## src/rtl/PipelineTypes.sv

```systemverilog
// Shared pipeline types for the EX/MEM and MEM/WB registers and the MEM-stage FSM.
package PipelineTypes;

  typedef enum logic [1:0] {
    MEM_BYTE = 2'b00,
    MEM_HALF = 2'b01,
    MEM_WORD = 2'b10
  } MemAccessWidth;

  typedef enum logic {
    IDLE = 1'b0,
    BUSY = 1'b1
  } MemStageState;

  typedef struct packed {
    logic       wr_en;
    logic [4:0] rd_addr;
  } RdCtrl;

  // mem_access_width is kept as a raw 2-bit field so the illegal 2'b11 encoding can arrive
  typedef struct packed {
    logic [31:0] pc;
    logic [31:0] irreg_pc;
    logic [31:0] alu_result;
    RdCtrl       rdCtrl;
    logic        is_load;
    logic        is_store;
    logic        is_load_unsigned;
    logic [1:0]  mem_access_width;
    logic [31:0] w_data;
  } MemoryAccessStagePipeReg;

  typedef struct packed {
    logic [31:0] pc;
    logic [31:0] irreg_pc;
    logic [31:0] alu_result;
    RdCtrl       rdCtrl;
    logic        is_load;
    logic [31:0] r_data;
  } WriteBackStagePipeReg;

endpackage

```

## src/rtl/load_store_align.sv

```systemverilog
// Byte-lane logic for data memory accesses: alignment check, byte enables,
// store-lane replication and load extraction with sign/zero extension.
module load_store_align
  import PipelineTypes::*;
(
  input  logic [1:0]  addr_lo,
  input  logic [1:0]  width,
  input  logic        is_unsigned,
  input  logic [31:0] st_data,
  input  logic [31:0] ld_word,
  output logic        misaligned,
  output logic [3:0]  be,
  output logic [31:0] st_lanes,
  output logic [31:0] ld_data
);

  logic [31:0] shifted;

  assign shifted = ld_word >> {addr_lo, 3'b000};

  always_comb begin
    misaligned = 1'b0;
    be         = 4'b0000;
    st_lanes   = st_data;
    ld_data    = shifted;
    case (width)
      MEM_BYTE: begin
        be       = 4'b0001 << addr_lo;
        st_lanes = {4{st_data[7:0]}};
        ld_data  = is_unsigned ? {24'h000000, shifted[7:0]}
                               : {{24{shifted[7]}}, shifted[7:0]};
      end
      MEM_HALF: begin
        misaligned = addr_lo[0];
        be         = 4'b0011 << addr_lo;
        st_lanes   = {2{st_data[15:0]}};
        ld_data    = is_unsigned ? {16'h0000, shifted[15:0]}
                                 : {{16{shifted[15]}}, shifted[15:0]};
      end
      MEM_WORD: begin
        misaligned = |addr_lo;
        be         = 4'b1111;
      end
      default: misaligned = 1'b1;
    endcase
  end

endmodule

```

## src/rtl/memory_access_stage.sv

```systemverilog
// RISC-V MEM stage: issues loads/stores over a req/ack handshake, stalls upstream
// while an access is outstanding, and produces the MEM/WB register.
module memory_access_stage
  import PipelineTypes::*;
#(
  parameter int TIMEOUT = 16
) (
  input  logic                    clk,
  input  logic                    rst,
  input  MemoryAccessStagePipeReg in_reg,
  input  logic                    in_valid,
  output WriteBackStagePipeReg    out_reg,
  output logic                    out_valid,
  output logic                    stall,
  output logic                    dmem_req,
  output logic                    dmem_we,
  output logic [31:0]             dmem_addr,
  output logic [31:0]             dmem_wdata,
  output logic [3:0]              dmem_be,
  input  logic                    dmem_ack,
  input  logic [31:0]             dmem_rdata,
  output logic                    misaligned,
  output logic                    timeout
);

  localparam int CNT_W = $clog2(TIMEOUT);

  MemStageState     state_p1, state_nxt;
  logic [CNT_W-1:0] cnt_p1;

  logic [31:0] pc_p1, irreg_pc_p1, alu_p1, wdata_p1;
  RdCtrl       rd_ctrl_p1;
  logic        is_load_p1, uns_p1, we_p1;
  logic [1:0]  width_p1;
  logic [3:0]  be_p1;

  logic        busy, is_mem, accept, to_hit;
  logic        al_mis;
  logic [3:0]  al_be;
  logic [31:0] al_wdata, al_rdata;

  assign busy   = (state_p1 == BUSY);
  assign is_mem = in_reg.is_load | in_reg.is_store;
  assign accept = !busy && in_valid && is_mem && !al_mis;
  assign to_hit = busy && !dmem_ack && (cnt_p1 == CNT_W'(TIMEOUT - 1));

  // In IDLE the aligner sees the incoming op; in BUSY it sees the latched one for load extraction
  load_store_align u_align (
    .addr_lo     (busy ? alu_p1[1:0] : in_reg.alu_result[1:0]),
    .width       (busy ? width_p1 : in_reg.mem_access_width),
    .is_unsigned (uns_p1),
    .st_data     (in_reg.w_data),
    .ld_word     (dmem_rdata),
    .misaligned  (al_mis),
    .be          (al_be),
    .st_lanes    (al_wdata),
    .ld_data     (al_rdata)
  );

  always_ff @(posedge clk or posedge rst) begin
    if (rst) state_p1 <= IDLE;
    else     state_p1 <= state_nxt;
  end

  always_comb begin
    state_nxt = state_p1;
    case (state_p1)
      IDLE:    if (accept) state_nxt = BUSY;
      BUSY:    if (dmem_ack || to_hit) state_nxt = IDLE;
      default: state_nxt = IDLE;
    endcase
  end

  always_comb begin
    stall     = busy;
    dmem_req  = busy;
    dmem_we   = busy & we_p1;
    dmem_be   = busy ? be_p1 : 4'b0000;
  end

  assign dmem_addr  = {alu_p1[31:2], 2'b00};
  assign dmem_wdata = wdata_p1;

  // Stage boundary: latched request, wait counter and MEM/WB register
  always_ff @(posedge clk or posedge rst) begin
    if (rst) begin
      cnt_p1      <= '0;
      pc_p1       <= '0;
      irreg_pc_p1 <= '0;
      alu_p1      <= '0;
      wdata_p1    <= '0;
      rd_ctrl_p1  <= '0;
      is_load_p1  <= 1'b0;
      uns_p1      <= 1'b0;
      we_p1       <= 1'b0;
      width_p1    <= 2'b00;
      be_p1       <= 4'b0000;
      out_reg     <= '0;
      out_valid   <= 1'b0;
      misaligned  <= 1'b0;
      timeout     <= 1'b0;
    end else begin
      out_valid  <= 1'b0;
      misaligned <= 1'b0;
      timeout    <= 1'b0;
      if (!busy) begin
        if (in_valid && !is_mem) begin
          out_reg.pc         <= in_reg.pc;
          out_reg.irreg_pc   <= in_reg.irreg_pc;
          out_reg.alu_result <= in_reg.alu_result;
          out_reg.rdCtrl     <= in_reg.rdCtrl;
          out_reg.is_load    <= 1'b0;
          out_reg.r_data     <= '0;
          out_valid          <= 1'b1;
        end else if (in_valid && al_mis) begin
          misaligned <= 1'b1;
        end else if (accept) begin
          pc_p1       <= in_reg.pc;
          irreg_pc_p1 <= in_reg.irreg_pc;
          alu_p1      <= in_reg.alu_result;
          rd_ctrl_p1  <= in_reg.rdCtrl;
          is_load_p1  <= in_reg.is_load;
          uns_p1      <= in_reg.is_load_unsigned;
          width_p1    <= in_reg.mem_access_width;
          we_p1       <= in_reg.is_store;
          be_p1       <= al_be;
          wdata_p1    <= al_wdata;
          cnt_p1      <= '0;
        end
      end else if (dmem_ack) begin
        out_reg.pc         <= pc_p1;
        out_reg.irreg_pc   <= irreg_pc_p1;
        out_reg.alu_result <= alu_p1;
        out_reg.rdCtrl     <= rd_ctrl_p1;
        out_reg.is_load    <= is_load_p1;
        out_reg.r_data     <= is_load_p1 ? al_rdata : 32'h0000_0000;
        out_valid          <= 1'b1;
      end else if (to_hit) begin
        timeout <= 1'b1;
      end else begin
        cnt_p1 <= cnt_p1 + CNT_W'(1);
      end
    end
  end

endmodule

```

## config.mk

```make
export PLATFORM = sky130hd
export DESIGN_NAME = memory_access_stage
export DESIGN_NICKNAME = d
export VERILOG_FILES = /design/src/rtl/PipelineTypes.sv /design/src/rtl/load_store_align.sv /design/src/rtl/memory_access_stage.sv
export SDC_FILE = /design/constraint.sdc
export NUM_CORES = 1
export LEC_CHECK = 0
export CAP_MARGIN = 20
export CORE_UTILIZATION = 40
export DETAILED_ROUTE_END_ITERATION = 16
export PLACE_DENSITY = 0.76
export SLEW_MARGIN = 20
export SYNTH_ARGS = -nofsm -noshare
export SYNTH_HDL_FRONTEND = slang
export SYNTH_SLANG_ARGS = --single-unit
export TNS_END_PERCENT = 30
```

## constraint.sdc

```tcl
create_clock -name clk -period 12.65 [get_ports clk]
set_input_delay 3.795 -clock clk [delete_from_list [all_inputs] [get_ports clk]]
set_output_delay 3.795 -clock clk [all_outputs]
set_load 0.01 [all_outputs]
```

# Word-level counts from Yosys, hierarchy flattened
# Index checks and enable logic that the tools add are counted.
op_classes:
  add_sub_neg: 1
  n_eq_ne: 8
  shift: 3
  n_mux: 31
  n_bitwise: 5
  n_reduce_logical: 19
ops:
  columns: ["operator", "count"]
  rows:
  - ["135-bit 2-to-1 mux", 3]
  - ["32-bit case mux with 2 select lines", 2]
  - ["32-bit 2-to-1 mux", 3]
  - ["32-bit by 5-bit >> shifter with 32-bit output", 1]
  - ["4-bit 2-to-1 mux", 7]
  - ["4-bit case mux with 3 select lines", 1]
  - ["1-bit 2-to-1 mux", 11]
  - ["2-bit != test, second input constant", 5]
  - ["1-bit logical AND", 7]
  - ["5-bit AND reduction", 1]
  - ["4-bit by 1-bit adder with 4-bit output, second input constant", 1]
  - ["4-bit == test, second input constant", 1]
  - ["1-bit logical NOT", 4]
  - ["2-bit 2-to-1 mux", 2]
  - ["4-bit AND reduction", 1]
  - ["2-bit nonzero test", 2]
  - ["1-bit by 2-bit << shifter with 4-bit output, first input constant", 1]
  - ["2-bit by 2-bit << shifter with 4-bit output, first input constant", 1]
  - ["1-bit inverter", 3]
  - ["1-bit case mux with 3 select lines", 1]
  - ["2-bit by 1-bit == test with 1-bit output, second input constant", 1]
  - ["2-bit == test, second input constant", 1]
  - ["2-bit logical NOT", 1]
  - ["1-bit case mux with 2 select lines", 1]
  - ["5 further kinds", 5]
totals:
  regBits: 286
  in_bits: 175
  output_inout_bits: 209
  word_cells: 90

# Depth between registers and ports, before layout
depth:
  ltp_word: 9
  mapped_depth: 9
  ltp_nobuf: 7

# Cells and area by module
# A second synthesis with hierarchy kept.
unflattened:
  hier_cells: 1079
  area_unflattened_um2: 13155.1
modules_own_cells:
  columns: ["mod", "instances", "cells_per_inst", "area_each_um2", "seq_area_each_um2"]
  rows:
  - ["memory_access_stage", 1, 890, 11781.3, 7156.9]
  - ["load_store_align", 1, 189, 1373.8, 0.0]

# Least setup slack after synthesis
# OpenSTA, ideal clock, no wires.
synth_timing:
  kind: "register to output"
  startpoint: "register state_p1 (netlist: dmem_req)"
  endpoint: "output port dmem_be[0]"
  arrival_time_ps: 1643
  required_time_ps: 8855
  path_slack_ps: 7212
  stages_incl_launch_ff: 6
  path_buffers: 4
  path_cell_list: "dfrtp_1 buf_4 buf_2 clkbuf_1 clkbuf_1 and2_1"
synth_via:
  elab_chain_len: 1
synth_lines:
  columns: ["element", "line_no", "text"]
  rows:
  - ["start, declared", "memory_access_stage.sv:28", "MemStageState state_p1, state_nxt;"]
  - ["start signal, assigned", "memory_access_stage.sv:62", "else state_p1 <= state_nxt;"]
  - ["4-bit 2-to-1 mux", "memory_access_stage.sv:78", "dmem_be = busy ? be_p1 : 4'b0000;"]
  - ["end, declared", "memory_access_stage.sv:19", "output logic [3:0] dmem_be,"]
# Every way passes these cells.

# Worst setup path after layout
layout_timing:
  startpoint: "register state_p1 (netlist: dmem_req)"
  endpoint: "output port dmem_we"
layout_via:
  elab_chain_len: 1
layout_lines:
  columns: ["element", "line_no", "text"]
  rows:
  - ["1-bit AND", "memory_access_stage.sv:77", "dmem_we = busy & we_p1;"]
  - ["end, declared", "memory_access_stage.sv:16", "output logic dmem_we,"]
# Every way passes these cells.

==> metrics.md <==
| Metric | Value |
|---|---|
| Share of cells above drive strength 1 | `0.04748` |
| Global-route wire length before repair | `57.10 mm` |
| HPWL after DPL | `24.39 mm` |
| Max cap viols | `0` |
| Hold crit path type | `reg2reg` |
| Switch Pwr | `approximately 1.5 mW` |
| Die Area | `32,840 um^2` |
| Pwr dens | `between 200 and 250 nW/um^2` |
| Flop pwr share | `0.368` |
| Final Hold Vio Count | `0` |
| Setup CP Type | `reg2out` |
| Final Max Tran Viols | `0` |
| CORE AREA | `31,560 um^2` |
| Hold EP | `be_p1[0]` |
| WL final | `35.94 mm` |
| Maximum vdd drop | `between 0.1 and 0.15 mV` |
| CTS buffer count | `34` |
| Compound-Gate Fraction of Synth Area | `0.1009` |
| Final setup skew | `approximately 0.011 ns` |
| Vias in the first global route | `10,640` |
| Adder-cell share of the synthesized area | `0.0009739` |
| DRT antenna net count | `0` |
| Switching share of total power | `0.3482` |
| Post-Synth XOR/XNOR Area | `0.001363` |
| Initial Util | `0.4071` |
| Hold Path Cell Cnt | `2` |
| Die Wd | `roughly 180 um` |
| P_int | `2.824 mW` |
| Post-Synthesis Cells | `between 1,000 and 1,500` |
| Worst Setup Start Kind | `register` |
| Critical Path Sink Type | `output port` |
| Outcome | `complete, no violations` |
| Reg2reg end | `alu_p1[6]` |
| Post-synthesis async set-or-reset flop share | `1.000` |
| Largest register FFs | `roughly 140` |
| Sink Count | `286` |
| Max clock buf depth | `3` |
| CP max FO | `47` |
| Synth warnings | `0` |
| Vias post-DR | `10,630` |
| Ys flop type | `dfrtp_1` |
| Total Power | `4.332 mW` |
| First DRT Iteration DRCs | `677` |
| Remaining DRCs | `0` |
| Routed wire length per instance | `between 15 and 20 um` |
| Worst path slowest cell | `dfrtp_4` |
| R2R Setup Slk | `9.02 ns` |
| CP arrival | `around 2.9 ns` |
| Number of H-tree levels | `2` |
| HP Start | `be_p1[0]` |
| RSZ-0062 raised after global routing | `no` |
| R2R cell count | `6` |
| Avg Synthesized Cell Area | `9.495 um^2` |
| Num ports | `384` |
| Comb power frac | `0.403` |
| # resized after CTS | `0` |
| Height of the die | `181.2 um` |
| Leak Pwr | `between 8 and 9 nW` |
| Root Buffer | `clkbuf_16` |
| I/O Buffers | `381` |
| Area grow syn2layout | `38.84%` |
| Worst path max stage delay | `0.76 ns` |
| Post-synth EDFFs | `0` |
| NumNets Final | `1,840` |
| GP Congestion | `a little under 0.9` |
| Post-DR vias/cell | `5.091` |
| Hold slack | `between 0.4 and 0.5 ns` |
| Row count | `65` |
| Seq/Total Area, Yosys | `0.5571` |
| Final setup viols | `0` |
| Synthesized area | `12,850 um^2` |
| First-pass DRT Iterations | `5` |
| Number of antenna violations at the first check in global routing | `1` |
| FF+latch count, synth | `286` |
| Clock Latency Late Sink | `0.50 ns` |
| TritonCTS clock tree | `built` |
| Clock power share | `0.229` |
| Multiplexer area fraction after synthesis | `0.1121` |
| Reg clk slew, reported paths | `about 0.05 ns` |
| Setup WS pre-CTS | `5.609 ns` |
| Max-Slew Margin vs Limit | `0.3072` |
| Setup Fix Bufs, Post-CTS | `0` |
| Critical-path cell list | `buf_4, and2_1, clkdlybuf4s50_1` |
| Worst r2r src | `dmem_req` |
| Req. time, crit path | `8.85 ns` |
| Max Fclk | `between 0.15 and 0.2 GHz` |
| Overflow after GRT | `0` |
| Slew @ Worst Pin | `1.039 ns` |
| Final min period | `6.655 ns` |
| # hold bufs at CTS | `0` |
| Combinational family with the most area after synthesis | `simple AND/OR/NAND/NOR gates` |
| GRT Resource Usage Total | `0.2166` |
| Post-synth cell types | `44` |
| Setup TNS | `0 ns` |
| Post-Synth Simple-Gate Area | `0.1739` |
| Setup ws final | `5.995 ns` |
| Fin crit share | `0.5261` |
| Largest net degree at the start of global routing | `148` |
[cell type report]
class,instances,area (um^2)
diodes,1,2.502
clock buffers,47,1013
clock inverters,10,133.9
fillers,2721,13720
inverters,12,52.55
multi-input cells,939,5050
flip-flops and latches,286,7161
well taps,402,503.0
repair buffers,391,3921
[cells in the mapped netlist (all sizes together) (5+ instances only)]
library cell	number	share of area
a21oi	22	0.0086
a22oi	9	0.0053
a32o	10	0.0078
and2	7	0.0034
buf	88	0.041
clkbuf	29	0.0085
dfrtp	286	0.56
inv	12	0.0035
mux2i	139	0.11
nand2	527	0.15
nand2b	5	0.0024
nor2	17	0.0056
o211ai	16	0.010
o21ai	144	0.056
o22ai	8	0.0039
[worst max path at each step]
stage | from | to | slack, ns
after floorplan | rst | alu_p1[0] | 0.96
after global placement | in_reg[33] | irreg_pc_p1[19] | 5.66
after detailed placement | in_reg[43] | alu_p1[24] | 5.61
after CTS | dmem_req | dmem_we | 5.92
after global routing | dmem_req | dmem_we | 5.84
final | dmem_req | dmem_we | 6.00
[kinds of logic (layout without fill, tap and decap cells)]
kind of cell,after synthesis,after routing
buffers and inverters,129,460
and+or+nand+nor,573,573
other,1,3
xor gates and xnor gates,2,2
adders and majority gates,1,1
AOI/OAI and AO/OA,221,221
DFF,286,286
muxes,140,140
[layer usage]
| layer | global-route usage | routed length (um) |
|---|---|---|
| met1 | 0.2713 | 14870 |
| met2 | 0.3598 | 17240 |
| met3 | 0.05382 | 2506 |
| met4 | 0.08407 | 1326 |
| met5 | 0 | 0 |
[metrics by stage]
step           area, um^2  utilization  cells
2_1_floorplan       12850            -   1354
3_3_place_gp        16660       0.5280   2029
3_5_place_dp        16660       0.5280   2029
4_1_cts             17810       0.5643   2086
5_1_grt             17840       0.5653   2088
6_report            17840       0.5653   2088
[critical path, delay by kind of cell (launching register included)]
family        cells  cell delay, ns
buf+inv           2            1.34
flops             1            0.76
simple gates      1            0.23
[cell usage in the layout (no fill, tap or decap), types with 3 or more instances in the layout]
master and n:
clkdlybuf4s50_1 381, nand2b_1 5, nand2_1 527, clkinv_2 4, nor2b_1 3, buf_4 8, o22ai_1 8, bufinv_16 3
a32o_1 10, and2_1 7, o211ai_1 14, clkbuf_1 5, mux2i_4 4, inv_1 11, a22oi_1 9, mux2i_1 134
clkbuf_8 5, nor2_1 16, clkbuf_16 37, a21oi_1 22, a22o_1 3, nand4_1 3, o21ai_0 143, dfrtp_1 285
[power by group through the flow]
| stage | logic, mW | clock network (mW) | registers (mW) |
|---|---|---|---|
| 2_1_floorplan | 0.877 | 0 | 1.65 |
| 3_3_place_gp | 1.71 | 0 | 1.59 |
| 3_5_place_dp | 1.75 | 0 | 1.60 |
| 4_1_cts | 1.76 | 1.02 | 1.60 |
| 5_1_grt | 1.91 | 1.05 | 1.65 |
| 6_report | 1.75 | 0.992 | 1.59 |
(Power assumes the default switching activity.)
